==> config.mk <==
export PLATFORM = sky130hd
export DESIGN_NAME = ssp_uart_ptx
export DESIGN_NICKNAME = d
export VERILOG_FILES = /design/src/rtl/ssp_uart_ptx.sv
export SDC_FILE = /design/constraint.sdc
export NUM_CORES = 1
export LEC_CHECK = 0
export ABC_CLOCK_PERIOD_IN_PS = 10000
export BUFFER_PORTS_ARGS = -buffer_cell sky130_fd_sc_hd__buf_2
export CAP_MARGIN = 20
export CORE_UTILIZATION = 30
export DETAILED_ROUTE_END_ITERATION = 16
export GPL_ROUTABILITY_DRIVEN = 0
export HOLD_SLACK_MARGIN = 0.15
export PLACE_DENSITY = 0.56
export SETUP_SLACK_MARGIN = 0.2
export SYNTH_ARGS = -nofsm -noshare
export SYNTH_HDL_FRONTEND = slang
export SYNTH_SLANG_ARGS = --single-unit
==> constraint.sdc <==
create_clock -name Clk -period 10 [get_ports Clk]
set_clock_uncertainty 0.05 [all_clocks]
set_input_delay 1 -clock Clk [delete_from_list [all_inputs] [get_ports Clk]]
set_output_delay 1 -clock Clk [all_outputs]
set_load 0.02 [all_outputs]
==> src/rtl/ssp_uart_ptx.sv <==
// FIFO-buffered UART transmit engine with optional 2-stop, parity and RS-485 DE tail hold.
// Parity support is compiled in only when SSP_UART_PTX_PARITY_EN is defined.
module ssp_uart_ptx #(
   parameter int unsigned DATA_W     = 8,
   parameter int unsigned FIFO_DEPTH = 16,
   parameter int unsigned BAUD_DIV_W = 16
) (
   input  logic                          Clk,
   input  logic                          Rst,
   input  logic [BAUD_DIV_W-1:0]         Baud_Div,
   input  logic                          Par_En,
   input  logic                          Par_Odd,
   input  logic                          Stop2,
   input  logic                          Mode485,
   input  logic                          Wr_En,
   input  logic [DATA_W-1:0]             Wr_Data,
   input  logic                          Ovf_Clr,
   input  logic                          xCTS,
   output logic                          TxD,
   output logic                          xDE,
   output logic                          Full,
   output logic                          Empty,
   output logic [$clog2(FIFO_DEPTH):0]   Count,
   output logic                          Ovf,
   output logic                          TxIdle
);

   localparam int unsigned AW = $clog2(FIFO_DEPTH);
   localparam int unsigned CW = AW + 1;
   localparam int unsigned BW = $clog2(DATA_W);

   typedef enum logic [2:0] {
      StIdle   = 3'd0,
      StStart  = 3'd1,
      StData   = 3'd2,
`ifdef SSP_UART_PTX_PARITY_EN
      StParity = 3'd3,
`endif
      StStop   = 3'd4,
      StTail   = 3'd5
   } state_e;

   state_e                state_q, state_d;
   logic [BAUD_DIV_W-1:0] baud_q, baud_d;
   logic [BAUD_DIV_W-1:0] div_q, div_d;
   logic [BW-1:0]         bit_q, bit_d;
   logic                  stop_q, stop_d;
   logic                  stop2_q, stop2_d;
   logic                  mode_q, mode_d;
   logic [DATA_W-1:0]     shift_q, shift_d;
`ifdef SSP_UART_PTX_PARITY_EN
   logic                  par_en_q, par_en_d;
   logic                  par_q, par_d;
`else
   logic                  unused_par;
   assign unused_par = Par_En ^ Par_Odd;
`endif

   logic [DATA_W-1:0]     mem [FIFO_DEPTH];
   logic [AW-1:0]         wr_ptr_q, wr_ptr_d;
   logic [AW-1:0]         rd_ptr_q, rd_ptr_d;
   logic [CW-1:0]         count_q, count_d;
   logic                  full_q, full_d;
   logic                  empty_q, empty_d;
   logic                  ovf_q, ovf_d;
   logic                  txd_q, txd_d;
   logic                  xde_q, xde_d;
   logic                  idle_q, idle_d;

   logic                  push, pop, load_start, start_ok, bit_end;

   assign start_ok = Mode485 | ~xCTS;
   assign bit_end  = (baud_q == '0);
   // A full FIFO drops the write even if a pop frees a slot this cycle.
   assign push     = Wr_En & ~full_q;

   always_comb begin
      state_d    = state_q;
      baud_d     = baud_q;
      div_d      = div_q;
      bit_d      = bit_q;
      stop_d     = stop_q;
      stop2_d    = stop2_q;
      mode_d     = mode_q;
      shift_d    = shift_q;
`ifdef SSP_UART_PTX_PARITY_EN
      par_en_d   = par_en_q;
      par_d      = par_q;
`endif
      load_start = 1'b0;
      if (state_q != StIdle && !bit_end) baud_d = baud_q - 1'b1;
      unique case (state_q)
         StIdle: begin
            if (!empty_q && start_ok) load_start = 1'b1;
         end
         StStart: begin
            if (bit_end) begin
               state_d = StData;
               bit_d   = '0;
               baud_d  = div_q;
            end
         end
         StData: begin
            if (bit_end) begin
               baud_d  = div_q;
               shift_d = shift_q >> 1;
               if (bit_q == BW'(DATA_W - 1)) begin
                  stop_d  = 1'b0;
`ifdef SSP_UART_PTX_PARITY_EN
                  state_d = par_en_q ? StParity : StStop;
`else
                  state_d = StStop;
`endif
               end else begin
                  bit_d = bit_q + 1'b1;
               end
            end
         end
`ifdef SSP_UART_PTX_PARITY_EN
         StParity: begin
            if (bit_end) begin
               state_d = StStop;
               stop_d  = 1'b0;
               baud_d  = div_q;
            end
         end
`endif
         StStop: begin
            if (bit_end) begin
               if (stop2_q && !stop_q) begin
                  stop_d = 1'b1;
                  baud_d = div_q;
               end else if (!empty_q && start_ok) begin
                  load_start = 1'b1;
               end else if (mode_q) begin
                  state_d = StTail;
                  baud_d  = div_q;
               end else begin
                  state_d = StIdle;
               end
            end
         end
         StTail: begin
            if (bit_end) begin
               if (!empty_q && start_ok) load_start = 1'b1;
               else                      state_d    = StIdle;
            end
         end
         default: state_d = StIdle;
      endcase
      // Every frame start pops the head entry and latches the frame format.
      if (load_start) begin
         state_d  = StStart;
         baud_d   = Baud_Div;
         div_d    = Baud_Div;
         stop2_d  = Stop2;
         mode_d   = Mode485;
         shift_d  = mem[rd_ptr_q];
`ifdef SSP_UART_PTX_PARITY_EN
         par_en_d = Par_En;
         par_d    = (^mem[rd_ptr_q]) ^ Par_Odd;
`endif
      end
   end

   assign pop = load_start;

   always_comb begin
      wr_ptr_d = wr_ptr_q + AW'(push);
      rd_ptr_d = rd_ptr_q + AW'(pop);
      count_d  = count_q + CW'(push) - CW'(pop);
      full_d   = (count_d == CW'(FIFO_DEPTH));
      empty_d  = (count_d == '0);
      ovf_d    = (Wr_En & full_q) | (ovf_q & ~Ovf_Clr);
      idle_d   = (state_d == StIdle) && (count_d == '0);
      xde_d    = mode_q && (state_q != StIdle);
      unique case (state_q)
         StStart:  txd_d = 1'b0;
         StData:   txd_d = shift_q[0];
`ifdef SSP_UART_PTX_PARITY_EN
         StParity: txd_d = par_q;
`endif
         default:  txd_d = 1'b1;
      endcase
   end

   always_ff @(posedge Clk) begin
      if (push) mem[wr_ptr_q] <= Wr_Data;
   end

   always_ff @(posedge Clk or negedge Rst) begin
      if (!Rst) begin
         state_q  <= StIdle;
         baud_q   <= '0;
         div_q    <= '0;
         bit_q    <= '0;
         stop_q   <= 1'b0;
         stop2_q  <= 1'b0;
         mode_q   <= 1'b0;
         shift_q  <= '0;
`ifdef SSP_UART_PTX_PARITY_EN
         par_en_q <= 1'b0;
         par_q    <= 1'b0;
`endif
         wr_ptr_q <= '0;
         rd_ptr_q <= '0;
         count_q  <= '0;
         full_q   <= 1'b0;
         empty_q  <= 1'b1;
         ovf_q    <= 1'b0;
         txd_q    <= 1'b1;
         xde_q    <= 1'b0;
         idle_q   <= 1'b1;
      end else begin
         state_q  <= state_d;
         baud_q   <= baud_d;
         div_q    <= div_d;
         bit_q    <= bit_d;
         stop_q   <= stop_d;
         stop2_q  <= stop2_d;
         mode_q   <= mode_d;
         shift_q  <= shift_d;
`ifdef SSP_UART_PTX_PARITY_EN
         par_en_q <= par_en_d;
         par_q    <= par_d;
`endif
         wr_ptr_q <= wr_ptr_d;
         rd_ptr_q <= rd_ptr_d;
         count_q  <= count_d;
         full_q   <= full_d;
         empty_q  <= empty_d;
         ovf_q    <= ovf_d;
         txd_q    <= txd_d;
         xde_q    <= xde_d;
         idle_q   <= idle_d;
      end
   end

   assign TxD    = txd_q;
   assign xDE    = xde_q;
   assign Full   = full_q;
   assign Empty  = empty_q;
   assign Count  = count_q;
   assign Ovf    = ovf_q;
   assign TxIdle = idle_q;

endmodule

* Yosys cells after proc, flatten, opt, wreduce, memory -nomap -nowiden
Memories as Yosys holds them, arrays and structs flattened.
Index checks and enable logic that the tools add are counted.
** Word-level totals
- Register bits :: 68
- Bits in writable memories :: 128
- Output and inout port bits :: 11
- Memories kept :: 1
** Memory list
- mem :: words 16, width 8, read ports 1, clocked after Yosys merged registers in 0, wr ports 1, line 59 : logic [DATA_W-1:0] mem [FIFO_DEPTH];
** Operators by class
- Add/subtract/negate cells :: 6
- Equality and inequality tests :: 12
- Mux-type cells :: 39
- Bitwise operators :: 8
- Reduce and logical (&&, ||, !) cells :: 21
** Operators with widths (number)
- $mux W16 :: 7
- $mux W3 :: 13
- $pmux W16 S2 :: 1
- $mux W8 :: 3
- $logic_not A16 Y1 :: 1
- $sub A16 B1 Y16 const B :: 1
- $pmux W3 S5 :: 1
- $ne A2 B2 Y1 const B :: 6
- $mux W1 :: 10
- $eq A3 B3 Y1 const B :: 3
- $add A4 B1 Y4 :: 2
- $reduce_bool A2 Y1 :: 4
- $logic_not A3 Y1 :: 2
- $pmux W3 S2 :: 1
- $add A5 B1 Y5 :: 1
- $eq A5 B5 Y1 const B :: 1
- $logic_and A1 B1 Y1 :: 5
- $logic_not A5 Y1 :: 1
- $reduce_and A5 Y1 :: 1
- $sub A5 B1 Y5 :: 1
- $pmux W1 S2 :: 2
- $reduce_and A4 Y1 :: 1
- $add A3 B1 Y3 const B :: 1
- $and A1 B1 Y1 :: 3
- other kinds (9) :: 14

* Depth between registers and ports, before layout
- Depth in word-level cells :: 10
- Mapped depth :: 18
- Gate-level depth less buffers :: 15

* Worst setup path before layout
Ideal clock, no wire load.
- Path kind :: input to register
- Start :: in xCTS
- End :: reg idle_q (netlist: TxIdle)
- Library setup time :: 0.089 ns
- Arrival time :: 3.748 ns
- Required time :: 9.861 ns
- Path slack :: 6.113 ns
- Cell stages on the path :: 14
- Path buffers :: 2
- Cell sequence :: nor2b_1 > nor3_1 > o211a_1 > buf_6 > buf_6 > nand2_1 > nand2_1 > ha_1 > inv_1 > fa_1 > inv_1 > or3_1 > nor4b_1 > nor4b_2
** Between the ends
- Word-level cells in the longest chain between the ends :: 10
- Elaborated cells between the ends (all ways) :: 19
** RTL lines
- start: declaration :: line 18 : input logic xCTS,
- $not A1 Y1 (*) :: line 72 : assign start_ok = Mode485 | ~xCTS;
- $or A1 B1 Y1 (*) :: line 72
- $logic_and A1 B1 Y1 (*) :: line 94, 133, 145
- $mux W1 (*) :: line 94, 133, 145
- $mux W1 :: line 130 : if (stop2_q && !stop_q) begin
- $mux W1 :: line 129 : if (bit_end) begin
- $pmux W1 S3 (*) :: line 92 : unique case (state_q)
- $sub A5 B1 Y5 (*) :: line 171 : count_d = count_q + CW'(push) - CW'(pop);
- net count_d[1] :: line 62 : logic [CW-1:0] count_q, count_d;
- $logic_not A5 Y1 (*)
- net empty_d :: line 64 : logic empty_q, empty_d;
- $logic_and A1 B1 Y1 (*) :: line 175 : idle_d = (state_d == StIdle) && (count_d == '0);
- net idle_d :: line 68 : logic idle_q, idle_d;
- end signal: assignment :: line 235 : idle_q <= idle_d;
- end: declaration :: line 68
Mark *: on every way through the listed nets, which the timed path passes. The rest lies on a longest branch.
A chain may end at the register's enable or synchronous reset.

* Worst setup path in the final report
Same ends and word-level chain as after synthesis.

==> run metrics <==
status=completed; Hold Path Stages=2; input/output buffers=41; Max Freq=267.6 MHz; Top Ports=44; clock sink count=196; routed wire length=18170 um; Max-Cap Viols=0; Slew Limit Fails=0; Setup Fix Bufs, Post-CTS=0; leading area contributor after synthesis=edfxtp_1; critical path fanouts, max=6; wire per inst=17.32 um; CORE AREA=27930 sq um; synth unique cells=71; Placed Instances=1017; critical path cell sequence=buf_2 -> nor2b_1 -> nor3_1 -> o211a_1 -> nand2_1 -> nand2_1 -> ha_1 -> inv_1 -> fa_1 -> inv_1 -> or3_1 -> nor4b_1 -> nor4b_2; Max stage delay cell, worst path=nor3_1; top_reg_cell synth=edfxtp_1; # hold bufs at CTS=0; routed wl met2=8772 um; CP required=10.30 ns; clock tree from TritonCTS=yes; largest net degree at the start of global routing=69; met3 routed WL=745 um; # diodes=0; Area Growth Syn to Fin=14.23%; gr usage total=0.1321; slowest stage delay, CP=0.49 ns; synthesized flop and latch total=196; Tmin final=3.737 ns; DR iter-0 viols=298; Resized cells post-CTS=0; Synth Cell Area=8582 sq um; synth cell count leaders=edfxtp_1 (128), nand2_1 (77), dfrtp_1 (65), mux2i_1 (40), nor2_1 (36); TNS Setup=0 ns; Final Hold Slack=0.4300 ns; Clk Latency, worst-skew pair=0.45 ns; clk buf depth=2; die width=171.1 um; Pwr per Cell Area=204.5 nW/um^2; total CTS buffers=17; initial antenna violation count=0; total global routing overflow=0; warnings from Yosys=0; register area share after synthesis=0.6466; Post-Syn Area per Cell=13.78 sq um; Top Layer Used=met4; final worst-path cycle share=0.3737; synthesized net count=667; Initial Utilization=0.3072; Syn Inst Count=623; Layout Nets=702; Setup-failing EPs final=0; first-pass GRT wire length=28670 um; vias per cell=4.853; row cnt=61; fraction of layout cells with a size suffix above 1=0.1729; Post-synth ARST share=0.3469; Post-Route M1 WL=8425 um; H-tree levels=4; Hold Vio Cnt, Final=0; antenna-violating nets left=0; Worst EP arrival=4.03 ns; peak supply drop=0.0001166 V; via count of the first global-routing pass=4981; top area cells in the synthesized netlist=edfxtp_1 (45%), dfrtp_1 (19%), mux2i_1 (4.7%); Post-DP HPWL=11520 um; Root Driver=clkbuf_16; DR vias=5091; Die H=171.1 um; crit path kind=input port to flop; drt drc=0; worst rel slew slack=0.3667; count leader, synth=edfxtp_1; Slew @ Worst Pin=0.9500 ns; Reg clk slew, reported paths=0.08 ns; critical path capture point type=flop; DRT Pass-1 Iters=5; unrepaired setup endpoints after global routing=false; worst min-delay path class=flop to flop; Reg2Reg Depth=14; Finished Layout Cells=1049; Pleak=3.466 nW; Setup crit start kind=input port; Die Area=29290 sq um; Post-synth EDFFs=128; top-area cell type share of the netlist area=0.4479
sequential cells by signal, indices dropped and copies added (netlist names), 3 cells and up:
name,cells
div_q,16
Count,5
mem,128
rd_ptr_q,4
bit_q,3
state_q,3
wr_ptr_q,4
shift_q,8
baud_q,16
cell families (layout without fill, tap and decap cells):
logic type	after synthesis	after routing	share of synthesized area
buffers and inverters	47	95	0.02785
muxes	56	56	0.08864
DFF	196	196	0.6466
and+or+nand+nor	186	186	0.1079
xor gates and xnor gates	12	12	0.01225
AOI/OAI and AO/OA	115	115	0.09987
adders and majority gates	11	11	0.01691
path summary, 6_finish.rpt:
kind,end,slack [ns],startpoint
max in group asynchronous,rd_ptr_q[0]$_DFF_PN0_,8.68,Rst
min reg2reg,div_q[5]$_DFFE_PN0P_,0.43,div_q[5]$_DFFE_PN0P_
max,TxIdle$_DFF_PN1_,6.26,xCTS
min in group asynchronous,div_q[13]$_DFFE_PN0P_,0.62,Rst
max reg2reg,TxIdle$_DFF_PN1_,6.35,baud_q[0]$_DFF_PN0_
min,div_q[5]$_DFFE_PN0P_,0.43,div_q[5]$_DFFE_PN0P_
cell usage in the layout, fill, tap and decap left out, drive strengths merged, types with 4 or more instances in the layout:
cell type	instances
a21oi	19
mux2i	40
ha	10
buf	49
nand4	5
o22ai	8
xnor2	7
nand2b	7
nor2	36
nor4	5
inv	28
o221ai	17
mux4	16
nand2	78
nor3	19
clkbuf	17
edfxtp	128
or3	6
xor2	5
a221oi	5
o211ai	4
dfrtp	65
o21ai	21
nor3b	5
a211o	6
nand3	8
a21o	4
per-layer routing:
layer | GRT usage | vias up
li1 | - | 2459
met1 | 0.1791 | 2529
met2 | 0.2117 | 87
met3 | 0.02545 | 16
met4 | 0.04348 | 0
met5 | 0 | -
through the flow:
| step | utilization | total power [W] | cell area [sq um] | worst slack, ns |
|---|---|---|---|---|
| after floorplan | - | 0.001171 | 8582 | 6.113 |
| after global routing | 0.3509 | 0.002093 | 9803 | 5.954 |
| after global placement | 0.3271 | 0.001265 | 9138 | 5.808 |
| final | 0.3509 | 0.002005 | 9803 | 6.263 |
| after detailed placement | 0.3271 | 0.001269 | 9138 | 5.767 |
| after CTS | 0.3509 | 0.002027 | 9803 | 6.241 |
worst max-delay path: cells and delay by family:
kind / cells / cell delay [ns]
AND/OR/NAND/NOR: 7 / 1.92
buffers and inverters: 3 / 0.18
adder cells (fa/ha/maj): 2 / 0.63
AO/OA/AOI/OAI: 1 / 0.29
power by group:
part / total, W / internal [W] / switching (W)
registers: 0.000992 / 0.000950 / 0.0000420
logic: 0.000254 / 0.0000921 / 0.000162
clock network: 0.000758 / 0.000366 / 0.000392
total: 0.00200 / 0.00141 / 0.000596
area by class of cell:
| class | instances | area [sq um] |
|---|---|---|
| sequential | 196 | 5550 |
| clock buffer | 17 | 425.4 |
| timing repair buffer | 49 | 267.8 |
| fill | 2722 | 18130 |
| clock inverter | 15 | 240.2 |
| tap | 378 | 473.0 |
| inverter | 14 | 52.55 |
| multi-input combinational | 380 | 2794 |
Power figures use the tool's default switching activity.
